<file path="config.mk">
export PLATFORM = sky130hd
export DESIGN_NAME = hazard_stall_ctrl_flat
export DESIGN_NICKNAME = d
export VERILOG_FILES = /design/src/rtl/hazard_stall_ctrl_pkg.sv /design/src/rtl/hazard_stall_ctrl_if.sv /design/src/rtl/hazard_stall_ctrl_sat_counter.sv /design/src/rtl/hazard_stall_ctrl.sv /design/src/flat_wrapper.sv
export SDC_FILE = /design/constraint.sdc
export NUM_CORES = 1
export LEC_CHECK = 0
export CORE_AREA = 8 8 129 107
export DETAILED_ROUTE_END_ITERATION = 8
export DIE_AREA = 0 0 137 115
export GPL_TIMING_DRIVEN = 0
export PLACE_DENSITY = 0.69
export SLEW_MARGIN = 0
export SYNTH_ARGS = -nofsm -noshare
export SYNTH_HDL_FRONTEND = slang
export SYNTH_SLANG_ARGS = --single-unit
</file>
<file path="constraint.sdc">
create_clock -name clk -period 4.2 [get_ports clk]
set_input_delay 0.63 -clock clk [delete_from_list [all_inputs] [get_ports clk]]
set_output_delay 0.63 -clock clk [all_outputs]
set_load 0.005 [all_outputs]
</file>
<file path="src/rtl/hazard_stall_ctrl_pkg.sv">
// Shared types for the pipeline hazard stall/bubble/flush controller:
// RV32I opcode encodings, wait-FSM states, hazard rule classification.
package hazard_stall_ctrl_pkg;

    typedef enum logic [6:0] {
        op_lui   = 7'b0110111,
        op_auipc = 7'b0010111,
        op_jal   = 7'b1101111,
        op_jalr  = 7'b1100111,
        op_br    = 7'b1100011,
        op_load  = 7'b0000011,
        op_store = 7'b0100011,
        op_imm   = 7'b0010011,
        op_reg   = 7'b0110011,
        op_csr   = 7'b1110011
    } rv32i_opcode;

    typedef enum logic [1:0] {
        HZ_RUN   = 2'd0,
        HZ_IWAIT = 2'd1,
        HZ_DWAIT = 2'd2
    } hz_state_t;

    // Which row of the priority list is in effect this cycle.
    typedef enum logic [2:0] {
        RULE_DFREEZE  = 3'd0,
        RULE_IFREEZE  = 3'd1,
        RULE_REDIRECT = 3'd2,
        RULE_ISTALL   = 3'd3,
        RULE_LOADUSE  = 3'd4,
        RULE_RUN      = 3'd5
    } hz_rule_t;

    // Load in EX writing a register the ID instruction reads; x0 never hazards.
    function automatic logic load_use_hit(
        input logic [6:0] ex_opcode,
        input logic [4:0] ex_rd,
        input logic [4:0] id_rs1,
        input logic [4:0] id_rs2,
        input logic       id_uses_rs1,
        input logic       id_uses_rs2
    );
        logic is_load;
        is_load = (ex_opcode == 7'(op_load));
        return is_load && (ex_rd != 5'd0) &&
               ((id_uses_rs1 && (id_rs1 == ex_rd)) ||
                (id_uses_rs2 && (id_rs2 == ex_rd)));
    endfunction

    // Rules that hold at least one stage frozen.
    function automatic logic rule_is_stall(input hz_rule_t r);
        return (r == RULE_DFREEZE) || (r == RULE_IFREEZE) ||
               (r == RULE_ISTALL)  || (r == RULE_LOADUSE);
    endfunction

endpackage

</file>
<file path="src/rtl/hazard_stall_ctrl_if.sv">
// Pipeline <-> hazard controller signal bundle. The pipeline (master) reports
// ID/EX operands and memory handshake status; the controller (slave) returns
// per-stage load enables and NOP-insert flushes.
interface hazard_stall_ctrl_if;
    logic [4:0] ifid_rs1;
    logic [4:0] ifid_rs2;
    logic       ifid_uses_rs1;
    logic       ifid_uses_rs2;
    logic [6:0] idex_opcode;
    logic [4:0] idex_rd;
    logic       ex_redirect;
    logic       imem_read;
    logic       imem_resp;
    logic       dmem_active;
    logic       dmem_resp;

    logic       load_pc;
    logic       load_ifid;
    logic       load_idex;
    logic       load_exmem;
    logic       load_memwb;
    logic       flush_ifid;
    logic       flush_idex;

    modport master (
        output ifid_rs1, ifid_rs2, ifid_uses_rs1, ifid_uses_rs2,
        output idex_opcode, idex_rd, ex_redirect,
        output imem_read, imem_resp, dmem_active, dmem_resp,
        input  load_pc, load_ifid, load_idex, load_exmem, load_memwb,
        input  flush_ifid, flush_idex
    );

    modport slave (
        input  ifid_rs1, ifid_rs2, ifid_uses_rs1, ifid_uses_rs2,
        input  idex_opcode, idex_rd, ex_redirect,
        input  imem_read, imem_resp, dmem_active, dmem_resp,
        output load_pc, load_ifid, load_idex, load_exmem, load_memwb,
        output flush_ifid, flush_idex
    );
endinterface

</file>
<file path="src/rtl/hazard_stall_ctrl_sat_counter.sv">
// Saturating up-counter for hazard performance statistics; sticks at
// all-ones instead of wrapping so long runs never under-report.
module sat_counter #(
    parameter int CNT_W = 32
) (
    input  logic             clk,
    input  logic             rst_n,
    input  logic             inc,
    output logic [CNT_W-1:0] count
);

    localparam logic [CNT_W-1:0] ONE = {{(CNT_W-1){1'b0}}, 1'b1};

    logic [CNT_W-1:0] count_q;
    logic [CNT_W-1:0] count_d;

    // Next count: increment unless already saturated.
    always_comb begin
        count_d = count_q;
        if (inc && (count_q != {CNT_W{1'b1}})) begin
            count_d = count_q + ONE;
        end
    end

    // Count register, cleared asynchronously.
    always_ff @(posedge clk or negedge rst_n) begin
        if (!rst_n) begin
            count_q <= '0;
        end else begin
            count_q <= count_d;
        end
    end

    assign count = count_q;

endmodule

</file>
<file path="src/rtl/hazard_stall_ctrl.sv">
// Stall/bubble/flush controller for the 5-stage RV32I pipeline. Resolves
// hazards forwarding cannot: D-side wait, I-side wait, EX redirect and
// load-use. All stage controls are combinational in the same cycle; the
// wait FSM and counters are the only state.
module hazard_stall_ctrl
    import hazard_stall_ctrl_pkg::*;
#(
    parameter int CNT_W = 32
) (
    input  logic                   clk,
    input  logic                   rst_n,
    hazard_stall_ctrl_if.slave     bus,
    output logic [CNT_W-1:0]       stall_cnt,
    output logic [CNT_W-1:0]       bubble_cnt,
    output logic [CNT_W-1:0]       flush_cnt
);

    hz_state_t state_q;
    hz_state_t state_d;
    hz_rule_t  rule;

    logic dstall;
    logic istall;
    logic lu;

    logic load_pc;
    logic load_ifid;
    logic load_idex;
    logic load_exmem;
    logic load_memwb;
    logic flush_ifid;
    logic flush_idex;

    logic stall_inc;
    logic bubble_inc;
    logic flush_inc;

    assign dstall = bus.dmem_active & ~bus.dmem_resp;
    assign istall = bus.imem_read & ~bus.imem_resp;
    // A redirect means the ID instruction is wrong-path, so its hazard is moot.
    assign lu     = load_use_hit(bus.idex_opcode, bus.idex_rd, bus.ifid_rs1,
                                 bus.ifid_rs2, bus.ifid_uses_rs1,
                                 bus.ifid_uses_rs2) & ~bus.ex_redirect;

    // Select the highest-priority hazard rule for this cycle.
    always_comb begin
        rule = RULE_RUN;
        if (dstall) begin
            rule = RULE_DFREEZE;
        end else if (istall && bus.ex_redirect) begin
            // Redirect waits for the fetch to land so the old response is not
            // mistaken for the target instruction.
            rule = RULE_IFREEZE;
        end else if (bus.ex_redirect) begin
            rule = RULE_REDIRECT;
        end else if (istall) begin
            rule = RULE_ISTALL;
        end else if (lu) begin
            rule = RULE_LOADUSE;
        end
    end

    // Stage enables and flushes from the selected rule; reset forces NOPs.
    always_comb begin
        load_pc    = 1'b1;
        load_ifid  = 1'b1;
        load_idex  = 1'b1;
        load_exmem = 1'b1;
        load_memwb = 1'b1;
        flush_ifid = 1'b0;
        flush_idex = 1'b0;
        if (!rst_n) begin
            load_pc    = 1'b0;
            load_ifid  = 1'b0;
            load_idex  = 1'b0;
            load_exmem = 1'b0;
            load_memwb = 1'b0;
            flush_ifid = 1'b1;
            flush_idex = 1'b1;
        end else begin
            unique case (rule)
                RULE_DFREEZE, RULE_IFREEZE: begin
                    load_pc    = 1'b0;
                    load_ifid  = 1'b0;
                    load_idex  = 1'b0;
                    load_exmem = 1'b0;
                    load_memwb = 1'b0;
                end
                RULE_REDIRECT: begin
                    flush_ifid = 1'b1;
                    flush_idex = 1'b1;
                end
                RULE_ISTALL, RULE_LOADUSE: begin
                    // Hold front end, push a bubble into EX, drain the back end.
                    load_pc    = 1'b0;
                    load_ifid  = 1'b0;
                    flush_idex = 1'b1;
                end
                default: begin
                end
            endcase
        end
    end

    // Wait-state tracking; informs statistics only, never the stage controls.
    always_comb begin
        state_d = state_q;
        unique case (state_q)
            HZ_RUN: begin
                if (dstall) begin
                    state_d = HZ_DWAIT;
                end else if (istall) begin
                    state_d = HZ_IWAIT;
                end
            end
            HZ_DWAIT: begin
                if (bus.dmem_resp || !bus.dmem_active) begin
                    state_d = istall ? HZ_IWAIT : HZ_RUN;
                end
            end
            HZ_IWAIT: begin
                if (dstall) begin
                    state_d = HZ_DWAIT;
                end else if (bus.imem_resp || !bus.imem_read) begin
                    state_d = HZ_RUN;
                end
            end
            default: begin
                state_d = HZ_RUN;
            end
        endcase
    end

    // Wait-state register.
    always_ff @(posedge clk or negedge rst_n) begin
        if (!rst_n) begin
            state_q <= HZ_RUN;
        end else begin
            state_q <= state_d;
        end
    end

    assign stall_inc  = rule_is_stall(rule);
    assign bubble_inc = (rule == RULE_LOADUSE);
    assign flush_inc  = (rule == RULE_REDIRECT);

    sat_counter #(.CNT_W(CNT_W)) u_stall_cnt (
        .clk   (clk),
        .rst_n (rst_n),
        .inc   (stall_inc),
        .count (stall_cnt)
    );

    sat_counter #(.CNT_W(CNT_W)) u_bubble_cnt (
        .clk   (clk),
        .rst_n (rst_n),
        .inc   (bubble_inc),
        .count (bubble_cnt)
    );

    sat_counter #(.CNT_W(CNT_W)) u_flush_cnt (
        .clk   (clk),
        .rst_n (rst_n),
        .inc   (flush_inc),
        .count (flush_cnt)
    );

    assign bus.load_pc    = load_pc;
    assign bus.load_ifid  = load_ifid;
    assign bus.load_idex  = load_idex;
    assign bus.load_exmem = load_exmem;
    assign bus.load_memwb = load_memwb;
    assign bus.flush_ifid = flush_ifid;
    assign bus.flush_idex = flush_idex;

endmodule
</file>
<file path="src/flat_wrapper.sv">
// flat-port wrapper written by rule: the top's interface ports become plain ports
module hazard_stall_ctrl_flat import hazard_stall_ctrl_pkg::*;
#(
    parameter int CNT_W = 32
)
  (clk, rst_n, stall_cnt, bubble_cnt, flush_cnt, bus_ifid_rs1, bus_ifid_rs2, bus_ifid_uses_rs1, bus_ifid_uses_rs2, bus_idex_opcode, bus_idex_rd, bus_ex_redirect, bus_imem_read, bus_imem_resp, bus_dmem_active, bus_dmem_resp, bus_load_pc, bus_load_ifid, bus_load_idex, bus_load_exmem, bus_load_memwb, bus_flush_ifid, bus_flush_idex);
  hazard_stall_ctrl_if bus_i ();
  input  logic clk;
  input  logic rst_n;
  output logic [CNT_W-1:0] stall_cnt;
  output logic [CNT_W-1:0] bubble_cnt;
  output logic [CNT_W-1:0] flush_cnt;
  input wire logic [$bits(bus_i.ifid_rs1)-1:0] bus_ifid_rs1;
  input wire logic [$bits(bus_i.ifid_rs2)-1:0] bus_ifid_rs2;
  input wire logic [$bits(bus_i.ifid_uses_rs1)-1:0] bus_ifid_uses_rs1;
  input wire logic [$bits(bus_i.ifid_uses_rs2)-1:0] bus_ifid_uses_rs2;
  input wire logic [$bits(bus_i.idex_opcode)-1:0] bus_idex_opcode;
  input wire logic [$bits(bus_i.idex_rd)-1:0] bus_idex_rd;
  input wire logic [$bits(bus_i.ex_redirect)-1:0] bus_ex_redirect;
  input wire logic [$bits(bus_i.imem_read)-1:0] bus_imem_read;
  input wire logic [$bits(bus_i.imem_resp)-1:0] bus_imem_resp;
  input wire logic [$bits(bus_i.dmem_active)-1:0] bus_dmem_active;
  input wire logic [$bits(bus_i.dmem_resp)-1:0] bus_dmem_resp;
  output wire logic [$bits(bus_i.load_pc)-1:0] bus_load_pc;
  output wire logic [$bits(bus_i.load_ifid)-1:0] bus_load_ifid;
  output wire logic [$bits(bus_i.load_idex)-1:0] bus_load_idex;
  output wire logic [$bits(bus_i.load_exmem)-1:0] bus_load_exmem;
  output wire logic [$bits(bus_i.load_memwb)-1:0] bus_load_memwb;
  output wire logic [$bits(bus_i.flush_ifid)-1:0] bus_flush_ifid;
  output wire logic [$bits(bus_i.flush_idex)-1:0] bus_flush_idex;
  assign bus_i.ifid_rs1 = bus_ifid_rs1;
  assign bus_i.ifid_rs2 = bus_ifid_rs2;
  assign bus_i.ifid_uses_rs1 = bus_ifid_uses_rs1;
  assign bus_i.ifid_uses_rs2 = bus_ifid_uses_rs2;
  assign bus_i.idex_opcode = bus_idex_opcode;
  assign bus_i.idex_rd = bus_idex_rd;
  assign bus_i.ex_redirect = bus_ex_redirect;
  assign bus_i.imem_read = bus_imem_read;
  assign bus_i.imem_resp = bus_imem_resp;
  assign bus_i.dmem_active = bus_dmem_active;
  assign bus_i.dmem_resp = bus_dmem_resp;
  assign bus_load_pc = bus_i.load_pc;
  assign bus_load_ifid = bus_i.load_ifid;
  assign bus_load_idex = bus_i.load_idex;
  assign bus_load_exmem = bus_i.load_exmem;
  assign bus_load_memwb = bus_i.load_memwb;
  assign bus_flush_ifid = bus_i.flush_ifid;
  assign bus_flush_idex = bus_i.flush_idex;
  hazard_stall_ctrl #(.CNT_W(CNT_W)) u_core (.clk(clk), .rst_n(rst_n), .bus(bus_i), .stall_cnt(stall_cnt), .bubble_cnt(bubble_cnt), .flush_cnt(flush_cnt));
endmodule
</file>
==> impl_metrics.py <==
metrics = {
    "status": {
        "outcome": "finished, final reports clean",
    },
    "cells_and_area": {
        "drive_gt1_share_pct": 8.44,
        "fin_area_mm2": 0.00695,
        "antenna_cells": 0,
        "syn2layout_area_growth_pct": 35.7,
        "post-route-util_pct": 58.9,
        "nNetsFinal": 683,
        "finalNonFillerCells": 804,
    },
    "clock_network": {
        "cts_tree": "done",
        "cts_buffers": 9,
        "clk_path_buf_depth": 2,
        "clk_pin_slew_ns": 0.06,
        "clock_latency_ns": 0.35,
        "cts_root_buf": "clkbuf_16",
        "cts.sinks": 96,
        "h-tree-depth": 3,
    },
    "placement": {
        "place_ws_ns": 0.0110,
        "place_area_mm2": 0.00667,
        "dp_cells": 789,
        "port_buffers": 133,
        "place.gp.congestion": 0.838,
        "post-dp-hpwl_um": 10200,
    },
    "floorplan": {
        "num_io_pins": 134,
        "fp-row-count": 36,
        "dieArea_mm2": 0.0158,
        "die_x_um": 137,
        "initial_core_util_pct": 43.4,
        "die_y_um": 115,
        "core_mm2": 0.0118,
    },
    "sta": {
        "period_minus_slack_ns": 4.13,
        "slew_viol_final": 0,
        "rsz0062_at_grt": "yes",
        "fmax_mhz": 242,
        "slew_headroom_pct": 33.1,
        "setup_slack_ns": 0.0744,
        "clock_skew_ns": 0.0122,
        "tightest_slew_ns": 0.995,
        "fin_crit_sh_pct": 98.2,
        "worst_hold_slack_ns": 0.282,
        "tns_ns": 0,
        "final-hold-violation-count": 0,
        "setup_viol": 0,
    },
    "yosys": {
        "synth_edf_count": 0,
        "syn_area_per_cell_um2": 10.2,
        "synthCells": 503,
        "ys_warn_count": 0,
        "synth_ff_type": "dfrtp_1",
        "syn_nets": 538,
        "ys_seq_elements": 96,
        "synth_cell_types": 45,
        "synth-async-reset-ratio_pct": 100,
        "ys_seq_area_share_pct": 46.9,
        "syn_area_mm2": 0.00512,
    },
    "critical_path": {
        "critical_path.max_stage_delay_ns": 0.51,
        "start_kind": "input pin",
        "path_class": "in -> out",
        "critPathSlowestCell": "clkdlybuf4s50_1",
        "crit_family": "buffers and inverters",
        "cp_num_buf_inv": 5,
        "path_max_fanout": 10,
        "crit_path_end_kind": "output port",
        "crit_arrival_ns": 3.50,
        "cp_cell_sequence": "clkdlybuf4s50_1 > nor2b_2 > inv_1 > ha_1 > or3_1 > nor3_1 > a21oi_1 > buf_2 > buf_2 > nand3_1 > clkdlybuf4s50_1",
        "cp.required_ns": 3.57,
    },
    "global_routing": {
        "grt_max_degree": 59,
        "track_usage_pct": 17.5,
        "grt_first_pass_wirelength_um": 22100,
        "grt_pass1_vias": 4277,
        "antenna_found_initial": 0,
        "grt_overflow": 0,
    },
    "power_and_ir_drop": {
        "p_switching_uw": 728,
        "cellLeakagePower_nw": 2.93,
        "power_mw": 2.52,
        "ir_drop_mv": 0.253,
        "p_seq_share_pct": 47.5,
        "combPwrFrac_pct": 21.4,
        "p_int_mw": 1.79,
        "clockPowerShare_pct": 31.1,
        "power_density_mw_per_mm2": 363,
        "switching_share_pct": 28.9,
    },
    "route": {
        "wl_um": 13500,
        "vias_per_cell": 5.46,
        "wire_per_inst_um": 16.8,
        "route.detailed.drc": 0,
        "drt_iter0_markers": 380,
        "dr.pass1.iters": 6,
        "drtAntennaViolNets": 0,
        "vias": 4389,
    },
    "min_path": {
        "hold_class": "in -> async",
    },
    "flow_run": {
        "cap_violations": 0,
    },
}
-- area by class of cell --
cell class                 count  area, µm²
buffer                        21        129
timing repair buffer         134       1360
multi-input combinational    374       2550
clock buffer                  10        239
clock inverter                 5       40.0
inverter                      12       45.0
tap                          152        190
fill                        1018       4850
sequential                    96       2400
-- registers in the layout, summed over array words and instances (netlist names) --
signal / flops
u_core.u_bubble_cnt.count: 32
u_core.u_flush_cnt.count: 32
u_core.u_stall_cnt.count: 32
-- cell usage in the layout, fill, tap and decap left out, types with 2 or more instances in the layout --
cell | netlist | routed
nor3_2 | 4 | 4
and3_1 | 16 | 16
xor2_1 | 63 | 63
nand3_1 | 41 | 41
inv_1 | 12 | 12
clkbuf_16 | 0 | 9
nor4_2 | 5 | 5
nor4_1 | 29 | 29
nand2_1 | 34 | 34
inv_6 | 0 | 2
nor2b_1 | 3 | 2
nor2_1 | 20 | 20
a21oi_1 | 2 | 2
buf_4 | 3 | 4
clkinvlp_4 | 0 | 3
and2_1 | 2 | 2
mux2_2 | 3 | 3
clkdlybuf4s50_1 | 0 | 132
xnor2_1 | 39 | 39
nand4_1 | 39 | 39
nor3b_1 | 3 | 3
buf_6 | 2 | 2
clkbuf_1 | 6 | 5
nor3_1 | 39 | 39
or3_1 | 4 | 4
dfrtp_1 | 96 | 96
and4_1 | 4 | 4
buf_2 | 9 | 9
ha_1 | 4 | 4
nor4_4 | 2 | 2
-- cells in the mapped netlist (3+ instances only) --
cell	n	area [µm²]
and3_1	16	100
and4_1	4	35.0
buf_2	9	45.0
buf_4	3	22.5
clkbuf_1	6	22.5
dfrtp_1	96	2400
ha_1	4	50.1
inv_1	12	45.0
mux2_2	3	33.8
nand2_1	34	128
nand3_1	41	205
nand4_1	39	244
nor2_1	20	75.1
nor2b_1	3	18.8
nor3_1	39	195
nor3_2	4	40.0
nor3b_1	3	22.5
nor4_1	29	181
nor4_2	5	62.6
or3_1	4	25.0
xnor2_1	39	342
xor2_1	63	552
-- per-layer routing --
layer / global-route usage [%] / routed length, µm / share of wire, %
met5: 0 / 0 / 0
met4: 5.06 / 210 / 1.6
met1: 22.6 / 5840 / 43
met3: 5.94 / 1100 / 8.1
met2: 27.5 / 6380 / 47
-- worst reg2reg max path: cells and delay by family, from the launching register on --
kind | cells | cell delay (ns)
buffers and inverters | 2 | 0.57
DFF | 1 | 0.42
adders and majority gates | 1 | 0.19
xor gates and xnor gates | 1 | 0.16
and+or+nand+nor | 5 | 1.26
-- worst paths after layout --
kind / slack (ns) / to / from / depth (start not counted)
setup / recovery: 0.07 / bus_flush_idex / bus_imem_read / 11
hold / removal: 0.28 / u_core.u_stall_cnt.count[3]$_DFFE_PN0P_ / rst_n / 1
min in group clk: 0.49 / u_core.u_stall_cnt.count[29]$_DFFE_PN0P_ / u_core.u_stall_cnt.count[29]$_DFFE_PN0P_ / 1
setup reg to reg: 1.47 / u_core.u_flush_cnt.count[18]$_DFFE_PN0P_ / u_core.u_flush_cnt.count[0]$_DFFE_PN0P_ / 9
max in group asynchronous: 3.25 / u_core.u_flush_cnt.count[13]$_DFFE_PN0P_ / rst_n / 2
hold reg to reg: 0.49 / u_core.u_stall_cnt.count[29]$_DFFE_PN0P_ / u_core.u_stall_cnt.count[29]$_DFFE_PN0P_ / 1
-- power by group through the flow --
| stage | registers, mW | logic (mW) | clock network [mW] |
|---|---|---|---|
| detailed placement | 1.21 | 0.551 | 0 |
| CTS | 1.20 | 0.554 | 0.805 |
| finish | 1.20 | 0.540 | 0.784 |
| global route | 1.22 | 0.592 | 0.845 |
| global placement | 1.21 | 0.537 | 0 |
| floorplan | 1.19 | 0.200 | 0 |
-- what timing repair did --
item,in CTS,in global routing
endpoints found under the setup margin,0,2
endpoints found under the hold margin,0,0
hold buffers,0,0
gates resized for setup,0,3
buffers inserted,0,0
-- cells by family after synthesis --
logic type                 Yosys count  share of synthesized area [%]
muxes                                6                           1.37
buffers and inverters               33                           3.37
DFF                                 96                           46.9
adders and majority gates            4                          0.977
AOI/OAI and AO/OA                    8                           1.17
and+or+nand+nor                    254                           28.8
xor gates and xnor gates           102                           17.4
Power figures use the tool's default switching activity.
